[src/rtl/ex_muldiv.sv]
// Iterative radix-2 multiply/divide unit: shift-add multiply and restoring divide on
// operand magnitudes, one bit per cycle, with a fast path for divide-by-zero and signed overflow.
module ex_muldiv #(
    parameter int XLEN = 64
) (
    input  logic            clk,
    input  logic            rst,
    input  logic            start,
    input  logic [2:0]      op,
    input  logic [XLEN-1:0] src1,
    input  logic [XLEN-1:0] src2,
    input  logic            flush,
    output logic            stallreq,
    output logic            done,
    output logic [XLEN-1:0] result
);

    typedef enum logic [1:0] {IDLE, CALC, DONE} state_t;

    localparam logic [2:0] OP_MUL    = 3'd0;
    localparam logic [2:0] OP_MULH   = 3'd1;
    localparam logic [2:0] OP_MULHSU = 3'd2;
    localparam logic [2:0] OP_MULHU  = 3'd3;
    localparam logic [2:0] OP_DIV    = 3'd4;
    localparam logic [2:0] OP_DIVU   = 3'd5;
    localparam logic [2:0] OP_REM    = 3'd6;
    localparam logic [2:0] OP_REMU   = 3'd7;

    localparam logic [6:0]      LAST_ITER = 7'(XLEN - 1);
    localparam logic [XLEN-1:0] MOST_NEG  = {1'b1, {(XLEN-1){1'b0}}};

    state_t          state_q, state_d;
    logic [2:0]      op_q;
    logic [XLEN-1:0] src1_q, src2_q;
    logic [XLEN-1:0] d_q;          // multiplicand (multiply) or divisor (divide) magnitude
    logic [XLEN-1:0] hi_q, lo_q;   // product halves, or partial remainder / quotient
    logic            neg_q, rem_neg_q;
    logic [6:0]      cnt_q;

    logic            accept;
    logic            a_neg, b_neg;
    logic [XLEN-1:0] a_mag, b_mag;

    always_comb begin
        accept = (state_q == IDLE) && start && !flush;
        a_neg  = src1[XLEN-1] && (op inside {OP_MUL, OP_MULH, OP_MULHSU, OP_DIV, OP_REM});
        b_neg  = src2[XLEN-1] && (op inside {OP_MUL, OP_MULH, OP_DIV, OP_REM});
        a_mag  = a_neg ? -src1 : src1;
        b_mag  = b_neg ? -src2 : src2;
    end

    // Special divides finish on the first CALC edge without iterating.
    logic            div_zero, div_ovf, fast;
    logic [XLEN-1:0] fast_res;

    always_comb begin
        div_zero = (src2_q == '0);
        div_ovf  = (op_q == OP_DIV || op_q == OP_REM) && (src1_q == MOST_NEG) && (src2_q == '1);
        fast     = op_q[2] && (div_zero || div_ovf);
        if (op_q == OP_DIV || op_q == OP_DIVU) fast_res = div_zero ? '1 : src1_q;
        else                                   fast_res = div_zero ? src1_q : '0;
    end

    logic [XLEN:0]     sum, rem_sh, diff;
    logic [XLEN-1:0]   hi_n, lo_n;
    logic [2*XLEN-1:0] prod_s;
    logic [XLEN-1:0]   quo_s, rem_s, final_res;

    // NOTE: every always_comb output gets a default before any branch so no latch is inferred.
    always_comb begin
        sum    = '0;
        rem_sh = '0;
        diff   = '0;
        hi_n   = hi_q;
        lo_n   = lo_q;
        if (!op_q[2]) begin
            sum  = {1'b0, hi_q} + (lo_q[0] ? {1'b0, d_q} : '0);
            hi_n = sum[XLEN:1];
            lo_n = {sum[0], lo_q[XLEN-1:1]};
        end else begin
            rem_sh = {hi_q, lo_q[XLEN-1]};
            diff   = rem_sh - {1'b0, d_q};
            if (!diff[XLEN]) begin
                hi_n = diff[XLEN-1:0];
                lo_n = {lo_q[XLEN-2:0], 1'b1};
            end else begin
                hi_n = rem_sh[XLEN-1:0];
                lo_n = {lo_q[XLEN-2:0], 1'b0};
            end
        end

        prod_s = neg_q ? -{hi_n, lo_n} : {hi_n, lo_n};
        quo_s  = neg_q ? -lo_n : lo_n;
        rem_s  = rem_neg_q ? -hi_n : hi_n;

        case (op_q)
            OP_MUL:                        final_res = prod_s[XLEN-1:0];
            OP_MULH, OP_MULHSU, OP_MULHU:  final_res = prod_s[2*XLEN-1:XLEN];
            OP_DIV, OP_DIVU:               final_res = quo_s;
            default:                       final_res = rem_s;
        endcase
    end

    always_comb begin
        state_d = state_q;
        case (state_q)
            IDLE:    if (accept) state_d = CALC;
            CALC: begin
                if (flush)                           state_d = IDLE;
                else if (fast || cnt_q == LAST_ITER) state_d = DONE;
            end
            default: state_d = IDLE;
        endcase
    end

    // NOTE: sequential state uses non-blocking assignments only, so every register sees pre-edge values.
    always_ff @(posedge clk) begin
        if (rst) begin
            state_q   <= IDLE;
            op_q      <= '0;
            src1_q    <= '0;
            src2_q    <= '0;
            d_q       <= '0;
            hi_q      <= '0;
            lo_q      <= '0;
            neg_q     <= 1'b0;
            rem_neg_q <= 1'b0;
            cnt_q     <= '0;
            result    <= '0;
        end else begin
            state_q <= state_d;
            if (accept) begin
                op_q      <= op;
                src1_q    <= src1;
                src2_q    <= src2;
                d_q       <= op[2] ? b_mag : a_mag;
                hi_q      <= '0;
                lo_q      <= op[2] ? a_mag : b_mag;
                neg_q     <= a_neg ^ b_neg;
                rem_neg_q <= a_neg;
                cnt_q     <= '0;
            end else if (state_q == CALC && !flush) begin
                hi_q  <= hi_n;
                lo_q  <= lo_n;
                cnt_q <= cnt_q + 7'd1;
                if (fast)                    result <= fast_res;
                else if (cnt_q == LAST_ITER) result <= final_res;
            end
        end
    end

    assign stallreq = accept || (state_q == CALC);
    assign done     = (state_q == DONE);

endmodule

[config.mk]
export PLATFORM = sky130hd
export DESIGN_NAME = ex_muldiv
export DESIGN_NICKNAME = d
export VERILOG_FILES = /design/src/rtl/ex_muldiv.sv
export SDC_FILE = /design/constraint.sdc
export NUM_CORES = 2
export LEC_CHECK = 0
export CORE_MARGIN = 2
export CORE_UTILIZATION = 50
export CTS_CLUSTER_SIZE = 10
export DETAILED_ROUTE_END_ITERATION = 6
export MAX_ROUTING_LAYER = met4
export PLACE_DENSITY = 0.69
export SLEW_MARGIN = 0
export SYNTH_ARGS = -nofsm -noshare
export SYNTH_HDL_FRONTEND = slang
export SYNTH_SLANG_ARGS = --single-unit
[constraint.sdc]
create_clock -name clk -period 6.4 [get_ports clk]
set_input_delay 1.6 -clock clk [delete_from_list [all_inputs] [get_ports clk]]
set_output_delay 1.6 -clock clk [all_outputs]
set_load 0.01 [all_outputs]
* Yosys cells after proc, flatten, opt, wreduce, memory -nomap -nowiden *
Cells that the tools add are included.

cells by class
  add/subtract/negate cells = 8
  multipliers = 0
  divide/modulo/power cells = 0
  $lt $le $gt $ge = 0
  equality and inequality tests = 17
  shift operators = 0
  muxes and demuxes = 24
  bitwise gates (word level) = 2
  reductions and logical operators = 27

operators with widths
  cell                                                              count
  64-bit two-way mux                                                17
  64-bit negation                                                   4
  64-bit case mux with 3 select lines                               1
  64-bit == test (second input constant)                            2
  128-bit two-way mux                                               1
  128-bit negation                                                  1
  64-bit by 64-bit adder with 65-bit output                         1
  65-bit by 64-bit subtractor with 65-bit output                    1
  64-bit logical NOT                                                1
  3-bit == test (second input constant)                             5
  3-bit by 2-bit == test with 1-bit output (second input constant)  3
  1-bit logical AND                                                 8
  7-bit by 1-bit adder with 7-bit output (second input constant)    1
  7-bit by 6-bit == test with 1-bit output (second input constant)  1
  3-bit by 1-bit == test with 1-bit output (second input constant)  2
  3-bit logical NOT                                                 2
  2-bit two-way mux                                                 3
  1-bit logical OR                                                  5
  5-bit nonzero test                                                1
  2-bit case mux with 2 select lines                                1
  2-bit nonzero test                                                2
  4-bit nonzero test                                                1
  2-bit OR reduction                                                2
  3-bit inequality test (second input constant)                     1
  11 further kinds                                                  11

word-level totals
  register bits after elaboration = 398
  latch bits = 0
  memory bits (writable) = 0
  bits in read-only memories = 0
  input port bits = 135
  memories = 0

* Logic depth before layout (Yosys ltp) *
  word-level depth = 10
  mapped depth = 30
  depth with buffers taken out = 26

* Least setup slack after synthesis *
No wires, ideal clock.

  path kind = flip-flop to flip-flop
  start point = reg lo_q[63]
  end point = reg result[52]
  setup time = 0.088 ns
  data arrival time = 5.830 ns
  data required time = 6.312 ns
  path slack = 0.483 ns
  cell stages (with the launch flop) = 29
  cells stage by stage = dfxtp_1 > inv_1 > ha_1 > fa_1 > nand2b_1 > a21oi_1 > o31a_1 > o21ba_1 > o21a_4 > o211ai_4 > a21oi_2 > buf_6 > nor3_2 > buf_4 > nor2_1 > ha_1 > nand2_1 > or2_2 > clkbuf_1 > nor3_1 > nand3_1 > nor2_1 > nand2_1 > nor3_1 > nand2_1 > or4_4 > a21oi_2 > a211oi_1 > nor4_2

between the ends
  word-level cells in the longest chain between the ends = 8
  elaborated cells on any way between the ends = 14
  those cells by class = add/sub: 4; mux: 10

ends and longest elaborated chain
  what                                                     line  RTL
  from (decl)                                              36    logic [XLEN-1:0] hi_q, lo_q;
  from (signal assigned)                                   138   lo_q <= op[2] ? a_mag : b_mag;
  from (signal assigned)                                   144   lo_q <= lo_n;
  65-bit by 64-bit subtractor with 65-bit output           82    diff = rem_sh - {1'b0, d_q};
  1-bit two-way mux or 64-bit two-way mux (tied branches)  83    if (!diff[XLEN]) begin
  64-bit two-way mux                                       76    if (!op_q[2]) begin
  128-bit negation (tied with other cells)                 92    prod_s = neg_q ? -{hi_n, lo_n} : {hi_n, lo_n};
  128-bit two-way mux (tied with other cells)              92
  64-bit case mux with 3 select lines (*)                  96    case (op_q)
  64-bit two-way mux (*)                                   147   else if (cnt_q == LAST_ITER) result <= final_res;
  64-bit two-way mux (*)                                   146   if (fast) result <= fast_res;
  to (signal assigned)                                     146
  to (signal assigned)                                     147
  to (decl)                                                15    output logic [XLEN-1:0] result

Every way passes the cells marked *; elsewhere a longest branch is shown, timed or not. The select of a mux whose other input is x is not followed.
A chain may end at the register's enable or synchronous reset.

* Worst setup path after layout *
  start point = reg d_q[43]
  end point = reg result[15]

between the ends
  word-level cells in the longest chain between the ends = 8
  elaborated cells on any way between the ends = 14
  those cells by class = add/sub: 4; mux: 10

ends and longest elaborated chain
  what                                                     line  RTL
  from (decl)                                              35    logic [XLEN-1:0] d_q;
  from (signal assigned)                                   136   d_q <= op[2] ? b_mag : a_mag;
  65-bit by 64-bit subtractor with 65-bit output (*)       82
  1-bit two-way mux or 64-bit two-way mux (tied branches)  83
  64-bit two-way mux                                       76
  128-bit negation (tied with other cells)                 92
  128-bit two-way mux (tied with other cells)              92
  64-bit case mux with 3 select lines (*)                  96
  64-bit two-way mux (*)                                   147
  64-bit two-way mux (*)                                   146

Marked as above.

==> reports/metrics.yaml <==
drt:
  drtAntennaViolNets: 0
  num_vias: 43280
  drtIter0Drc: 6106
  drt-total-wl_um: 186200
  dr.pass1.iters: 6
  wl_per_cell_um: 28.58
  vias_per_cell: 6.640
  drc: 0
sta:
  worst_pin_slew_ps: 1184
  rsz0062_at_grt: "false"
  hold_viol: 0
  setup_tns_ps: 0
  period_share_pct: 97.75
  max-slew-margin-rel_pct: 20.62
  period_needed_ps: 6256
  finClkSkew_ps: 48.22
  fmax_mhz: 159.9
  setup_viol: 0
  final_max_slew_viol_count: 0
job:
  maxCapViolCount: 0
clock_network:
  cts-root-buf: "clkbuf_16"
  cts_setup_buffers: 0
  cts_tree: "yes"
  cts_max_level: 2
  cts-resized-gates: 0
  clk_pin_slew_ps: 60
  clock_path_buffers: 3
  clk_latency_ps: 650
  cts_buffers: 50
  hold_buffers: 0
  cts.sinks: 398
synthesis:
  synth-adder-area-share_pct: 4.659
  synth-simple-area-share_pct: 27.85
  synth_cell_type_count: 114
  synth_fp_nets: 5592
  yosys.area_share.xor_xnor_pct: 7.806
  synthMuxAreaShare_pct: 2.494
  netlist_area_mm2: 0.03658
  ys_warn_count: 0
  synth-seq-area-share_pct: 21.78
  synthCells: 5322
  yosys_most_used_dff: "dfxtp_1"
  synth_edf_count: 0
  async_reset_ff_share_pct: 0
  synth-compound-area-share_pct: 29.91
  synth_top_family_by_area: "compound AO/OA/AOI/OAI gates"
  syn_avg_cell_area_um2: 6.873
  synth-seq-cells: 398
worst_setup_path:
  critical_path_class: "reg -> reg"
  worst-endpoint-required_ps: 6890
  worstPathMaxFanout: 15
  cp.arrival_ps: 6750
  crit_path_top_delay_cell: "xnor2_1"
  crit_chain: "inv_1, ha_1, a21oi_1, o21ai_0, nor2_1, o21ai_1, a21o_1, a21o_2, buf_4, o21ai_4, buf_4, nand3_1, nand2_1, nor2_1, a21o_1, xnor2_1, o21ai_0, a21oi_1, buf_4, or3_1, a21oi_1"
  startpoint_type: "register"
  slowest_delay_ps: 590
  end_kind: "register"
placement:
  gp_congestion: 1.118
  io_buffers: 200
  dp.cells: 6433
  post-dp-hpwl_um: 145800
finish:
  drive_gt1_share_pct: 9.546
  fill_cells: 7134
  nNetsFinal: 5796
  instances_no_fill: 6517
  fin_util_pct: 58.39
  syn2layout_area_growth_pct: 16.07
die:
  die_h_um: 274.5
  die_x_um: 274.5
  initial_utilization_pct: 50.31
  pin_count: 201
  core_area_mm2: 0.07271
  die_area_mm2: 0.07533
  fp-row-count: 99
global_routing:
  grt-ovfl-total: 0
  antenna_found_initial: 6
  grt_util_all_layers_pct: 49.08
  grt_pass1_vias: 38870
  grt_start_max_net_pins: 208
  grt_pass1_wl_um: 264600
pwr:
  irDropWorstVdd_mv: 0.2441
  p_per_area_mw_per_mm2: 204.2
  leakagePower_nw: 16.12
  p_total_mw: 8.669
run_status:
  status: "finished clean"
worst_hold_path:
  hold_path.class: "reg -> reg"
layer usage:
layer,wire length (um),track usage (%)
met2,77000,69.78
met3,22870,13.50
met4,16040,34.57
met5,0,-
met1,70330,59.60
kinds of logic (layout without fill, tap and decap cells):
kind of cell               Yosys count  count (layout)
AOI/OAI and AO/OA                 1730            1730
xor gates and xnor gates           326             326
adders and majority gates          135             135
buffers and inverters              499             729
DFF                                398             398
muxes                               90              90
other                                0               6
and+or+nand+nor                   2144            2144
worst max-delay path, delay by kind of cell, from the launching register on:
kind | cells | cell delay (ps)
xor gates and xnor gates | 1 | 590
DFF | 1 | 460
and+or+nand+nor | 5 | 1360
adders and majority gates | 1 | 490
AOI/OAI and AO/OA | 10 | 2220
buffers and inverters | 4 | 930
cells in the final DEF (no fill, tap or decap), types with 27 or more instances in the layout:
| master | instances |
|---|---|
| mux2i_1 | 81 |
| nor2_1 | 592 |
| clkbuf_16 | 50 |
| xnor2_1 | 188 |
| nor4_1 | 70 |
| o21ai_1 | 44 |
| and2_1 | 105 |
| o21ai_0 | 275 |
| xor2_1 | 138 |
| o31ai_1 | 67 |
| a211oi_1 | 146 |
| a21o_1 | 68 |
| nor3_1 | 145 |
| inv_1 | 129 |
| ha_1 | 133 |
| a21oi_1 | 646 |
| nand2_1 | 759 |
| nor2b_1 | 32 |
| clkdlybuf4s50_1 | 198 |
| o211ai_1 | 93 |
| buf_4 | 310 |
| nand3_1 | 102 |
| o21bai_1 | 27 |
| or3_1 | 40 |
| nand4_1 | 83 |
| dfxtp_1 | 395 |
| or4_1 | 27 |
| a31oi_1 | 79 |
synth_stat cells, types with 15 or more instances:
| cell type | count | area share [%] |
|---|---|---|
| dfxtp_1 | 398 | 22 |
| nor3_1 | 146 | 2.0 |
| or3_1 | 40 | 0.68 |
| a221oi_1 | 22 | 0.53 |
| xor2_1 | 138 | 3.3 |
| a2111oi_0 | 18 | 0.43 |
| nor2b_1 | 32 | 0.55 |
| a21o_1 | 68 | 1.4 |
| o21bai_1 | 27 | 0.55 |
| nor3b_1 | 17 | 0.35 |
| mux2i_1 | 81 | 2.2 |
| and2_1 | 105 | 1.8 |
| o21ai_0 | 276 | 3.8 |
| or2_2 | 17 | 0.29 |
| a31oi_1 | 80 | 1.4 |
| o21a_1 | 22 | 0.45 |
| buf_2 | 44 | 0.60 |
| or4_1 | 27 | 0.55 |
| a21oi_1 | 648 | 8.9 |
| inv_1 | 130 | 1.3 |
| nor4_1 | 70 | 1.2 |
| a211oi_1 | 146 | 3.0 |
| nand2b_1 | 23 | 0.39 |
| clkbuf_1 | 289 | 3.0 |
| o21ai_1 | 48 | 0.66 |
| o31ai_1 | 67 | 1.4 |
| buf_1 | 18 | 0.18 |
| xnor2_1 | 188 | 4.5 |
| nand3_1 | 103 | 1.4 |
| ha_1 | 133 | 4.5 |
| o41ai_1 | 15 | 0.36 |
| o31a_1 | 18 | 0.43 |
| nand2_1 | 760 | 7.8 |
| nand4_1 | 83 | 1.4 |
| o211ai_1 | 93 | 1.9 |
| and3_1 | 21 | 0.36 |
| nor2_1 | 595 | 6.1 |
power breakdown:
part           switching (mW)  total [mW]  internal [mW]
Clock                    1.22        2.79           1.57
Sequential              0.153        2.73           2.58
Combinational            2.06        3.14           1.08
Total                    3.44        8.67           5.23
metrics by stage:
step / area [um2] / hold WS (ps) / setup slack [ps]
global placement: 40910 / 433.5 / 297.2
CTS: 42430 / 451.6 / 263.3
global route: 42450 / 475.6 / 29.40
detailed placement: 40910 / 441.5 / 307.5
floorplan: 36580 / 440.3 / 482.5
finish: 42460 / 447.3 / 144.2
sequential cells by signal, indices dropped and copies added (netlist names), 3 cells and up:
signal,flops
result,64
lo_q,64
op_q,3
src2_q,64
d_q,64
cnt_q,7
src1_q,64
hi_q,64
cell type report:
type	count	area (um2)	area share, %
tap	959	1200	2.826
timing repair buffer	519	4516	10.64
multi-input combinational	4425	26730	62.97
clock buffer	65	1368	3.221
clock inverter	13	155.1	0.3654
inverter	132	496.7	1.170
antenna	6	15.01	0.03536
sequential	398	7974	18.78
final timing paths:
kind | startpoint | end | slack (ps) | depth (start not counted)
setup / recovery | d_q[43] | result[15] | 140 | 21
hold / removal | result[15] | result[15] | 450 | 2
setup reg to reg | d_q[43] | result[15] | 140 | 21
hold reg to reg | result[15] | result[15] | 450 | 2
(Power assumes the default switching activity.)
